## config.mk

```make
export PLATFORM = sky130hd
export DESIGN_NAME = dll_code_ctrl
export DESIGN_NICKNAME = d
export VERILOG_FILES = /design/src/rtl/dll_pkg.sv /design/src/rtl/dll_lock_det.sv /design/src/rtl/dll_code_ctrl.sv
export SDC_FILE = /design/constraint.sdc
export NUM_CORES = 1
export LEC_CHECK = 0
export CAP_MARGIN = 5
export CELL_PAD_IN_SITES_DETAIL_PLACEMENT = 1
export CELL_PAD_IN_SITES_GLOBAL_PLACEMENT = 2
export CORE_ASPECT_RATIO = 1.4
export CORE_UTILIZATION = 37
export CTS_CLUSTER_SIZE = 25
export DETAILED_ROUTE_END_ITERATION = 10
export MAX_ROUTING_LAYER = met4
export PLACE_DENSITY_LB_ADDON = 0.12
export SETUP_SLACK_MARGIN = 0.3
export SYNTH_ARGS = -nofsm -noshare
export SYNTH_HDL_FRONTEND = slang
export SYNTH_SLANG_ARGS = --single-unit
```

## constraint.sdc

```tcl
create_clock -name clk -period 3.2 [get_ports clk]
set_input_delay 0.64 -clock clk [delete_from_list [all_inputs] [get_ports clk]]
set_output_delay 0.64 -clock clk [all_outputs]
set_load 0.01 [all_outputs]
```

## src/rtl/dll_pkg.sv

```systemverilog
// Shared definitions for the DLL delay-code controller: FSM states, default
// code width and a counter-width helper.
package dll_pkg;

    localparam int DLL_CODE_W = 10;

    typedef enum logic [1:0] {
        IDLE  = 2'd0,
        SAR   = 2'd1,
        TRACK = 2'd2
    } dll_state_t;

    // Bits needed for a counter that must be able to hold max_val itself.
    function automatic int cnt_w(input int max_val);
        return (max_val < 1) ? 1 : $clog2(max_val + 1);
    endfunction

endpackage

```

## src/rtl/dll_lock_det.sv

```systemverilog
// Lock detector: counts direction reversals and same-direction runs of the
// tracking loop and maintains the registered lock flag.
module dll_lock_det
    import dll_pkg::*;
#(
    parameter int LOCK_TOGGLES = 4,
    parameter int UNLOCK_RUN   = 8
) (
    input  logic clk,
    input  logic rst_n,
    input  logic clear,
    input  logic step,
    input  logic dir,
    output logic locked
);

    localparam int REV_W = cnt_w(LOCK_TOGGLES);
    localparam int RUN_W = cnt_w(UNLOCK_RUN);
    localparam logic [REV_W-1:0] REV_MAX = REV_W'(LOCK_TOGGLES);
    localparam logic [RUN_W-1:0] RUN_MAX = RUN_W'(UNLOCK_RUN);

    logic             have_prev;
    logic             prev_dir;
    logic [REV_W-1:0] rev_cnt;
    logic [RUN_W-1:0] run_cnt;
    logic [REV_W-1:0] rev_next;
    logic [RUN_W-1:0] run_next;
    logic             reversal;
    logic             same_dir;

    // The first step after a clear has no predecessor, so it is neither a
    // reversal nor a continuation; both counters restart from zero.
    always_comb begin
        reversal = have_prev && (dir != prev_dir);
        same_dir = have_prev && (dir == prev_dir);
        rev_next = '0;
        run_next = '0;
        if (reversal) begin
            rev_next = (rev_cnt == REV_MAX) ? rev_cnt : rev_cnt + 1'b1;
        end
        if (same_dir) begin
            run_next = (run_cnt == RUN_MAX) ? run_cnt : run_cnt + 1'b1;
        end
    end

    always_ff @(posedge clk or negedge rst_n) begin
        if (!rst_n) begin
            have_prev <= 1'b0;
            prev_dir  <= 1'b0;
            rev_cnt   <= '0;
            run_cnt   <= '0;
            locked    <= 1'b0;
        end else if (clear) begin
            have_prev <= 1'b0;
            prev_dir  <= 1'b0;
            rev_cnt   <= '0;
            run_cnt   <= '0;
            locked    <= 1'b0;
        end else if (step) begin
            have_prev <= 1'b1;
            prev_dir  <= dir;
            rev_cnt   <= rev_next;
            run_cnt   <= run_next;
            if (rev_next == REV_MAX) begin
                locked <= 1'b1;
            end else if (run_next == RUN_MAX) begin
                locked <= 1'b0;
            end
        end
    end

endmodule

```

## src/rtl/dll_code_ctrl.sv

```systemverilog
// DLL delay-code controller: binary search (SAR) to acquire the code, then
// +/-1 tracking with lock detection.
module dll_code_ctrl
    import dll_pkg::*;
#(
    parameter int CODE_W       = DLL_CODE_W,
    parameter int SETTLE_CYC   = 4,
    parameter int LOCK_TOGGLES = 4,
    parameter int UNLOCK_RUN   = 8
) (
    input  logic              clk,
    input  logic              rst_n,
    input  logic              en,
    input  logic              start,
    input  logic              pd_up,
    output logic [CODE_W-1:0] Q,
    output logic              busy,
    output logic              locked
);

    localparam int CNT_W = 4;
    localparam int IDX_W = (CODE_W > 1) ? $clog2(CODE_W) : 1;
    localparam logic [CNT_W-1:0]  CNT_LAST = CNT_W'(SETTLE_CYC - 1);
    localparam logic [IDX_W-1:0]  IDX_TOP  = IDX_W'(CODE_W - 1);
    localparam logic [CODE_W-1:0] CODE_MAX = '1;
    localparam logic [CODE_W-1:0] CODE_MSB = CODE_W'(1) << (CODE_W - 1);

    dll_state_t        state;
    dll_state_t        state_next;
    logic [CODE_W-1:0] code;
    logic [CODE_W-1:0] trial_mask;
    logic [CODE_W-1:0] sar_code;
    logic [CODE_W-1:0] track_code;
    logic [CNT_W-1:0]  cyc_cnt;
    logic [IDX_W-1:0]  bit_idx;
    logic              start_ok;
    logic              sample;
    logic              sar_done;
    logic              track_step;
    logic              lock_clear;

    assign start_ok   = en && start && (state != SAR);
    assign sample     = (cyc_cnt == CNT_LAST);
    assign sar_done   = (state == SAR) && sample && (bit_idx == '0);
    assign track_step = en && !start_ok && (state == TRACK) && sample;
    assign lock_clear = !en || start_ok;

    always_ff @(posedge clk or negedge rst_n) begin
        if (!rst_n) begin
            state <= IDLE;
        end else begin
            state <= state_next;
        end
    end

    always_comb begin
        state_next = state;
        if (!en) begin
            state_next = IDLE;
        end else if (start_ok) begin
            state_next = SAR;
        end else if (sar_done) begin
            state_next = TRACK;
        end
    end

    always_comb begin
        busy = (state == SAR);
    end

    // SAR resolves the current trial bit from pd_up and arms the next lower
    // one in the same update; tracking saturates at both ends of the range.
    always_comb begin
        trial_mask = CODE_W'(1) << bit_idx;
        sar_code   = pd_up ? code : (code & ~trial_mask);
        if (bit_idx != '0) begin
            sar_code = sar_code | (trial_mask >> 1);
        end
        if (pd_up) begin
            track_code = (code == CODE_MAX) ? code : code + 1'b1;
        end else begin
            track_code = (code == '0) ? code : code - 1'b1;
        end
    end

    always_ff @(posedge clk or negedge rst_n) begin
        if (!rst_n) begin
            code    <= '0;
            cyc_cnt <= '0;
            bit_idx <= '0;
        end else if (!en) begin
            cyc_cnt <= '0;
        end else if (start_ok) begin
            code    <= CODE_MSB;
            cyc_cnt <= '0;
            bit_idx <= IDX_TOP;
        end else if (state == SAR) begin
            if (sample) begin
                code    <= sar_code;
                cyc_cnt <= '0;
                if (bit_idx != '0) begin
                    bit_idx <= bit_idx - 1'b1;
                end
            end else begin
                cyc_cnt <= cyc_cnt + 1'b1;
            end
        end else if (state == TRACK) begin
            if (sample) begin
                code    <= track_code;
                cyc_cnt <= '0;
            end else begin
                cyc_cnt <= cyc_cnt + 1'b1;
            end
        end
    end

    assign Q = code;

    dll_lock_det #(
        .LOCK_TOGGLES (LOCK_TOGGLES),
        .UNLOCK_RUN   (UNLOCK_RUN)
    ) u_lock_det (
        .clk    (clk),
        .rst_n  (rst_n),
        .clear  (lock_clear),
        .step   (track_step),
        .dir    (pd_up),
        .locked (locked)
    );

endmodule

```

==> out/qor.csv <==
stage;metric;value;unit
sta;fmax;357;MHz
place;io_buffers;16;
routing;post-route-drc-count;0;
clock_tree;cts_tree;built;
yosys;synth_nets;292;
layout;drive_above_1_share;0.123;
setup_path;setup.worst_path.end_class;flip-flop;
yosys;synth_top_family_by_area;simple AND/OR/NAND/NOR gates;
yosys;ys_types;66;
floorplanning;start_util;0.385;
routing;wl_met3;146;um
setup_path;r2r_cells;6;
yosys;syn_inst;268;
floorplanning;dieWidth;70.0;um
sta;slew_violations;0;
layout;fin_cells;364;
setup_path;critPathLaunchType;input pin;
sta;final.period_utilization;0.875;
power;power.density;409;mW/mm^2
floorplanning;core;0.00621;mm^2
grt;grt-ovfl-total;0;
yosys;avgSynthCellArea;8.93;um^2
place;dp_cells;356;
floorplanning;die_h;97.1;um
setup_path;cp.arrival;2.98;ns
routing;met2WireLength;3600;um
run;drv_cap;0;
routing;topRoutingLayerUsed;met4;
outcome;status;finished, final reports clean;
yosys;yosys_most_used_dff;dfrtp_1;
layout;fin_nets;315;
clock_tree;clock_latency;0.29;ns
layout;areaGrowthSynthToFinish;14.5;%
yosys;synth_edf_count;0;
power;ir_drop;0.258;mV
layout;n_antenna_cell;0;
floorplanning;io_pins;17;
sta;min_period;2.80;ns
floorplanning;rows;34;
sta;whs;0.543;ns
clock_tree;root_buffer;clkbuf_8;
place;dp_hpwl;5030;um
setup_path;crit_type;input pin to flip-flop;
routing;routedWlPerCell;18.9;um
place;dpl_cell_area;0.00264;mm^2
clock_tree;clock-sinks;30;
setup_path;crit_fanout;5;
sta;rsz0062_at_grt;false;
routing;antenna_left;0;
power;p_leak;1.16;nW
grt;grt_max_degree;31;
floorplanning;die_area;0.00680;mm^2
yosys;muxShareOfSynthArea;0.0131;
sta;fin_skew;0.00488;ns
routing;drt_iter0_drc;63;
routing;routed_wl;6880;um
clock_tree;cts.clk_slew.worst_paths;0.07;ns
yosys;synth_xor_area_frac;0.0293;
layout;fin_util;0.441;
layout;stdcell_area;0.00274;mm^2
clock_tree;htreeDepth;2;
yosys;yosysWarnings;0;
setup_path;cp_data_required_time;3.38;ns
sta;setup_tns;0;ns
yosys;synth_compound_area_frac;0.245;
place;globalplace.congestion;0.841;
sta;hold_violations;0;
grt;grt_antenna_before_repair;0;
routing;vias;2156;
yosys;ys_seq_area_frac;0.314;
routing;vias_per_cell;5.92;
power;total_power;1.12;mW
grt;grt_first_pass_wirelength;11500;um
yosys;synthAdderAreaFrac;0.103;
worst_hold_path;hold_class;flip-flop to flip-flop;
grt;grt_use_total;0.224;
worst_hold_path;min_path_cells;2;
sta;maxSlewHeadroom;0.519;
place;preCtsSetupSlack;0.0234;ns
yosys;ys_seq_elements;30;
yosys;synth_simple_gate_area_share;0.248;
sta;setup_ws;0.399;ns
routing;wl_met1;2980;um
clock_tree;clk_path_buf_depth;2;
yosys;async_flop_share;1.00;
grt;first_global_vias;2256;
clock_tree;cts-buffers-inserted;5;
routing;firstDrtPassIters;4;
sta;worst_pin_slew;0.711;ns
yosys;syn_area;0.00239;mm^2
sta;setup_viol;0;
## what timing repair did
item | in CTS | in global routing
hold buffers | 0 | 0
setup endpoints to repair | 0 | 1
resized for setup | 0 | 1
buffers inserted | 0 | 0
## cells by family after synthesis
logic type                 Yosys count
AOI/OAI and AO/OA                   83
xor gates and xnor gates             8
adders and majority gates           19
buffers and inverters               23
DFF                                 30
muxes                                3
and+or+nand+nor                    102
## cell type report
| type | instances | area [um^2] |
|---|---|---|
| fillers | 769 | 3470 |
| multi-input cells | 215 | 1530 |
| flip-flops and latches | 30 | 751 |
| repair buffers | 24 | 220 |
| well taps | 72 | 90.1 |
| clock buffers | 7 | 86.3 |
| inverters | 15 | 56.3 |
| clock inverters | 1 | 5.00 |
## cell usage after synthesis (4+ instances only)
cell	number	area [um^2]
xnor2_1	5	43.8
dfrtp_1	30	751
o22ai_1	4	25.0
nor3_1	6	30.0
nand4_1	5	31.3
inv_1	15	56.3
a31o_2	4	35.0
nand2_1	18	67.6
nand3_1	15	75.1
nor2_1	22	82.6
nor2b_1	4	25.0
a22o_1	5	43.8
o21ai_0	11	55.1
a21o_1	4	30.0
a211oi_1	6	45.0
a21oi_1	17	85.1
a32o_1	4	40.0
ha_1	18	225
## worst max-delay path, stage by stage
cell and delay [ns]:
clkdlybuf4s50_1 0.51, inv_1 0.12, fa_1 0.41, a211oi_2 0.30, o21bai_1 0.13, a41oi_1 0.23
or3b_2 0.46, a22o_1 0.19
## placed cells by master (no fill, tap or decap), types with 5 or more instances in the layout
| cell type | instances |
|---|---|
| dfrtp_1 | 30 |
| nor2_1 | 22 |
| nand2_1 | 18 |
| ha_1 | 18 |
| a21oi_1 | 17 |
| clkdlybuf4s50_1 | 16 |
| inv_1 | 15 |
| nand3_1 | 15 |
| o21ai_0 | 11 |
| buf_4 | 8 |
| nor3_1 | 6 |
| clkbuf_8 | 6 |
| xnor2_1 | 5 |
| nand4_1 | 5 |
| a211oi_1 | 5 |
| a22o_1 | 5 |
## state kept, by name, summed over array words and instances, names as in the netlist, 2 cells and up
signal	count
bit_idx	4
Q	10
cyc_cnt	4
u_lock_det.run_cnt	4
state	2
u_lock_det.rev_cnt	3
## per-layer routing
metal / track usage / up-vias
met1: 0.264 / 1064
met2: 0.385 / 27
met4: 0.0831 / 0
li1: - / 1055
met3: 0.0280 / 10
met5: - / -
## power breakdown
group / total (mW) / internal, mW / leakage (nW) / switching [mW]
logic: 0.358 / 0.167 / 0.712 / 0.191
clock network: 0.326 / 0.173 / 0.0482 / 0.153
registers: 0.437 / 0.401 / 0.396 / 0.0366
total: 1.12 / 0.741 / 1.16 / 0.380
## worst paths after layout
path | start | end | slack, ns
max | pd_up | Q[6] | 0.40
min | u_lock_det.locked | u_lock_det.locked | 0.54
max reg2reg | Q[1] | Q[6] | 0.87
min reg2reg | u_lock_det.locked | u_lock_det.locked | 0.54
max in group asynchronous | rst_n | u_lock_det.run_cnt[1] | 2.13
min in group asynchronous | rst_n | u_lock_det.rev_cnt[2] | 0.76
Note: power is estimated with default switching activity, not from simulation.
==> edit 1 (config.mk and constraints unchanged) <==
Register the inputs `en`, `start` and `pd_up` before use, without a reset. The logic sees them one clock later.
--- a/src/rtl/dll_code_ctrl.sv
+++ b/src/rtl/dll_code_ctrl.sv
@@ -27,2 +27,12 @@
 
+    logic en_q;
+    logic start_q;
+    logic pd_up_q;
+
+    always_ff @(posedge clk) begin
+        en_q    <= en;
+        start_q <= start;
+        pd_up_q <= pd_up;
+    end
+
     dll_state_t        state;
@@ -41,7 +51,7 @@
 
-    assign start_ok   = en && start && (state != SAR);
+    assign start_ok   = en_q && start_q && (state != SAR);
     assign sample     = (cyc_cnt == CNT_LAST);
     assign sar_done   = (state == SAR) && sample && (bit_idx == '0);
-    assign track_step = en && !start_ok && (state == TRACK) && sample;
-    assign lock_clear = !en || start_ok;
+    assign track_step = en_q && !start_ok && (state == TRACK) && sample;
+    assign lock_clear = !en_q || start_ok;
 
@@ -57,3 +67,3 @@
         state_next = state;
-        if (!en) begin
+        if (!en_q) begin
             state_next = IDLE;
@@ -74,3 +84,3 @@
         trial_mask = CODE_W'(1) << bit_idx;
-        sar_code   = pd_up ? code : (code & ~trial_mask);
+        sar_code   = pd_up_q ? code : (code & ~trial_mask);
         if (bit_idx != '0) begin
@@ -78,3 +88,3 @@
         end
-        if (pd_up) begin
+        if (pd_up_q) begin
             track_code = (code == CODE_MAX) ? code : code + 1'b1;
@@ -90,3 +100,3 @@
             bit_idx <= '0;
-        end else if (!en) begin
+        end else if (!en_q) begin
             cyc_cnt <= '0;
@@ -126,3 +136,3 @@
         .step   (track_step),
-        .dir    (pd_up),
+        .dir    (pd_up_q),
         .locked (locked)
Behaviour: not the same (Yosys sat finds a counterexample within 4 cycles, from zero or initial values and one cycle with rst_n low).
==> edit 1 against the original RTL <==
  * The run now ends with design-rule violations left
  * Maximum frequency grew 2.7%
  * Count of clock-buffer cells in the layout decreased by 1
  * Sequential share of layout area rose by 2.5 points
  * Non-clock buffer count decreased by 4
  * Cell area fell by 1.0%
  * Wire length fell by 1.3%
  * Worst setup slack improved by 74 ps
  * Synthesized area rose by 1.6%
  * Critical path depth is 5 lower
  * Via count increased by 3.8%
  * Sequential cell count grew 3
Power is not compared: it rests on default switching activity, and its combinational part moved more than twofold at a synthesized area within 25%.
==> edit 1: results (changes against the original RTL) <==
The final weighted congestion of routability-driven global placement was 0.796 (was 0.841). The length of routed met3 wiring came out at 163 um (was 146 um). Worst stage delay on the critical path: 630 ps (was 510 ps). The tools report the global routing usage on met3 as 0.0299 (was 0.0280). The maximum fanout along the worst path came out at 13 (was 5). The checks that failed: design-rule violations. Terminating pin of the worst hold path: state[1] (was u_lock_det.locked). The via count of the first global-routing pass came out at 2,323 (was 2,256). The tools report the post-detailed-placement half-perimeter wirelength as 5140 um (was 5030 um). The share of synthesized cell area in full adder, half adder and majority cells was 0.101 (was 0.103); the register area share after synthesis was 0.334 (was 0.314).

Commonest cells in the synthesized netlist: 31 x sky130_fd_sc_hd__a21oi_1, 30 x sky130_fd_sc_hd__dfrtp_1, 26 x sky130_fd_sc_hd__nand2_1 (was 30 x sky130_fd_sc_hd__dfrtp_1, 22 x sky130_fd_sc_hd__nor2_1, 18 x sky130_fd_sc_hd__ha_1, 18 x sky130_fd_sc_hd__nand2_1, 17 x sky130_fd_sc_hd__a21oi_1). The tools report the met1 global-route usage as 0.235 (was 0.264). The launch point of the worst reg-to-reg path is pd_up_q (was Q[1]).

The launching element of the worst setup path is state[1] (was pd_up). The net count after synthesis was 311 (was 292). The routed length on met1 is 2890 um (was 2980 um). The run gives 64 (was 63) as the initial detailed-routing violation count. The reg-to-reg setup timing slack is 630 ps (was 870 ps), and the distinct cell type count of the synthesized netlist is 51 (was 66). The via count is 2,239 (was 2,156). Cell types occupying the most area after synthesis: sky130_fd_sc_hd__dfrtp_1 31%, sky130_fd_sc_hd__ha_1 9.3%, sky130_fd_sc_hd__a21oi_1 6.4%, sky130_fd_sc_hd__o21ai_0 4.1%, sky130_fd_sc_hd__nand2_1 4.0% (was sky130_fd_sc_hd__dfrtp_1 31%, sky130_fd_sc_hd__ha_1 9.4%, sky130_fd_sc_hd__a21oi_1 3.6%, sky130_fd_sc_hd__nor2_1 3.5%, sky130_fd_sc_hd__nand3_1 3.1%).

The aggregate global-route resource usage is 0.219 (was 0.224). The dominant delay contributor by cell family on the critical path is buffers and inverters (was compound AO/OA/AOI/OAI gates). The multiplexer share of the synthesized area is 0.0252 (was 0.0131), and the filler-free cell count of the finished design is 374 (was 364). The flow ran to the end, but the final reports show violations. The run gives 2630 um^2 (was 2640 um^2) as the post-placement cell area. The share of final-layout standard cells stronger than drive strength 1 is 0.0596 (was 0.123), and the number of instances in the synthesized netlist is 287 (was 268). The routed length on met2 came out at 3600 um (about the same). The worst slack on hold paths is 527 ps (was 543 ps). The final wirelength is 6790 um (was 6880 um). The global-route wire length before repair is 11,500 um (about the same), and the DRC violations left is 2 (was 0). Number of fill cells: 789 (was 769).

The number of nets in the finished design is 325 (was 315).
==> edit 1: layout make-up <==
cell class,count,area [um^2],area share
flip-flops and latches,33,811,0.299
clock inverters,2,10.0,0.00369
multi-input cells,225,1480,0.545
clock buffers,6,72.6,0.0268
well taps,72,90.1,0.0332
inverters,16,60.1,0.0221
repair buffers,20,190,0.0701
==> edit 1: how the worst max path moves through the flow <==
stage | end | slack [ps]
detailed placement | Q[9] | 630
global placement | Q[9] | 710
finish | busy | 470
global route | busy | 330
floorplan | Q[9] | 1070
CTS | busy | 440
==> edit 1: tightest hold or removal path, stage by stage, from the launching register on <==
cell and delay [ps]:
sky130_fd_sc_hd__dfrtp_1 360, sky130_fd_sc_hd__a21oi_1 50, sky130_fd_sc_hd__nor2_1 80
==> edit 2 (config.mk and constraints unchanged) <==
Made on the original files. `UNLOCK_RUN` is set to 8 in 2 places; all go to 4.
--- a/src/rtl/dll_lock_det.sv
+++ b/src/rtl/dll_lock_det.sv
@@ -6,3 +6,3 @@
     parameter int LOCK_TOGGLES = 4,
-    parameter int UNLOCK_RUN   = 8
+    parameter int UNLOCK_RUN   = 4
 ) (
--- a/src/rtl/dll_code_ctrl.sv
+++ b/src/rtl/dll_code_ctrl.sv
@@ -8,3 +8,3 @@
     parameter int LOCK_TOGGLES = 4,
-    parameter int UNLOCK_RUN   = 8
+    parameter int UNLOCK_RUN   = 4
 ) (
Formal check against the unedited RTL: no difference found for any inputs over 10 cycles, from zero or initial values and one cycle with rst_n low; that may be too few to reach the edited logic, so the function may still have changed.
==> edit 2 against the original RTL <==
  * Wire length is 1.1% lower
  * Total power increased by 2.1%
  * Critical endpoint is now Q[8]
  * Worst setup slack better by 100 ps
  * Non-clock buffer count grew 1
  * Via count rose by 0.51%
  * Cell area fell by 0.59%
  * Worst hold slack is essentially flat
  * Synthesized area fell by 0.99%
  * Sequential cell count is 1 lower
==> edit 2: results (changes against the original RTL) <==
For the net count after synthesis, the log shows 297 (was 292). Commonest cells in the synthesized netlist: 29 x sky130_fd_sc_hd__dfrtp_1, 26 x sky130_fd_sc_hd__a21oi_1, 19 x sky130_fd_sc_hd__nand2_1, 19 x sky130_fd_sc_hd__nor2_1, 18 x sky130_fd_sc_hd__ha_1 (was 30 x sky130_fd_sc_hd__dfrtp_1, 22 x sky130_fd_sc_hd__nor2_1, 18 x sky130_fd_sc_hd__ha_1, 18 x sky130_fd_sc_hd__nand2_1, 17 x sky130_fd_sc_hd__a21oi_1). The flow ran to the end, and the final reports show no timing, DRC or antenna violations. The detail-routed net length per standard cell was 18.6 um (was 18.9 um).

The critical path data arrival time is 2870 ps (was 2980 ps), and the initial detailed-routing violation count is 48 (was 63). The run gives 5160 um (was 5030 um) as the post-detailed-placement half-perimeter wirelength. Final weighted congestion of routability-driven global placement: 0.770 (was 0.841).

The number of nets in the finished design was 317 (was 315); the synthesized area divided by synthesized cell count was 8.68 um^2 (was 8.93 um^2). For the maximum VDD drop, the log shows 0.237 mV (was 0.258 mV). The worst stage delay on the critical path works out to 490 ps (was 510 ps). For the worst clock skew, the log shows 2.60 ps (was 4.88 ps).

The met1 global-route usage was 0.234 (was 0.264); the switching share of power was 0.333 (was 0.339). The global routing usage on met3 was 0.0271 (was 0.0280); the maximum fanout along the worst path was 6 (was 5). Distinct cell type count of the synthesized netlist: 58 (was 66). The aggregate global-route resource usage is 0.221 (was 0.224), and the xor/xnor cell area share of the yosys netlist is 0.0296 (was 0.0293). The run gives 1.10 nW (was 1.16 nW) as the reported leakage power. The global-route wire length before repair is 11,600 um (was 11,500 um), and the compound-gate portion of the synthesized area is 0.251 (was 0.245). The met2 track demand over resource is 0.412 (was 0.385), and the share of final-layout standard cells stronger than drive strength 1 is 0.0986 (was 0.123).

The via count of the first global-routing pass was 2,336 (was 2,256); the detailed-route vias per instance was 5.92 (about the same). The tools report the number of fill cells as 747 (was 769).
edit 2: changes by cell type after synthesis, moves of 3 or more:
cell | unedited run | this run
sky130_fd_sc_hd__a21oi_1 | 17 | 26
sky130_fd_sc_hd__clkbuf_1 | 1 | 6
sky130_fd_sc_hd__nand3_1 | 15 | 10
sky130_fd_sc_hd__nand3b_1 | 2 | 6
sky130_fd_sc_hd__o21ai_0 | 11 | 15
sky130_fd_sc_hd__o22ai_1 | 4 | 0
sky130_fd_sc_hd__a22o_1 | 5 | 2
sky130_fd_sc_hd__a22oi_1 | 3 | 6
sky130_fd_sc_hd__nor2_1 | 22 | 19
sky130_fd_sc_hd__nor4_1 | 2 | 5
sky130_fd_sc_hd__o2bb2ai_1 | 2 | 5
edit 2: worst paths after layout:
kind,from,end,slack (ps),cells after the start
max in group asynchronous,rst_n,cyc_cnt[3],2160,2
setup reg to reg,cyc_cnt[0],Q[8],920,7
min in group asynchronous,rst_n,u_lock_det.run_cnt[0],750,2
hold reg to reg,u_lock_det.have_prev,u_lock_det.have_prev,540,2
hold / removal,u_lock_det.have_prev,u_lock_det.have_prev,540,2
setup / recovery,pd_up,Q[8],500,9
edit 2: cells by family after synthesis:
group,count (synthesis)
simple gates,98
compound gates,89
fa+ha+maj,19
buf+inv,26
xor+xnor,8
flops,29
mux,4
edit 2: area by class of cell:
class / count / area share
multi-input cells: 218 / 0.560
flip-flops and latches: 29 / 0.266
repair buffers: 25 / 0.0836
clock buffers: 7 / 0.0354
well taps: 72 / 0.0331
inverters: 14 / 0.0193
clock inverters: 1 / 0.00184
edit 2: worst min-delay path, cell delays in order (launching register included):
cell and delay [ps]:
sky130_fd_sc_hd__dfrtp_1 370, sky130_fd_sc_hd__nor2_1 60, sky130_fd_sc_hd__nor2_1 70
edit 2: power groups by stage:
stage | Sequential [W] | Combinational (W) | Clock, W
2_1_floorplan | 0.000438 | 0.000241 | 0
3_3_place_gp | 0.000442 | 0.000374 | 0
3_5_place_dp | 0.000441 | 0.000374 | 0
4_1_cts | 0.000435 | 0.000376 | 0.000348
5_1_grt | 0.000440 | 0.000413 | 0.000359
6_report | 0.000435 | 0.000371 | 0.000338
edit 2: metrics by stage:
stage	util	instance area [um^2]	total power, W	worst slack [ps]	hold WS, ps
after floorplan	-	2370	0.000679	619	344
after global placement	0.422	2620	0.000816	221	509
after detailed placement	0.422	2620	0.000815	188	532
after CTS	0.439	2720	0.00116	480	548
after global routing	0.439	2720	0.00121	322	577
final	0.439	2720	0.00114	500	543
edit 2: routing by layer:
metal,vias up,wire length [um]
met5,-,0
met3,12,163
met1,1065,2750
li1,1059,-
met2,31,3740
met4,0,144
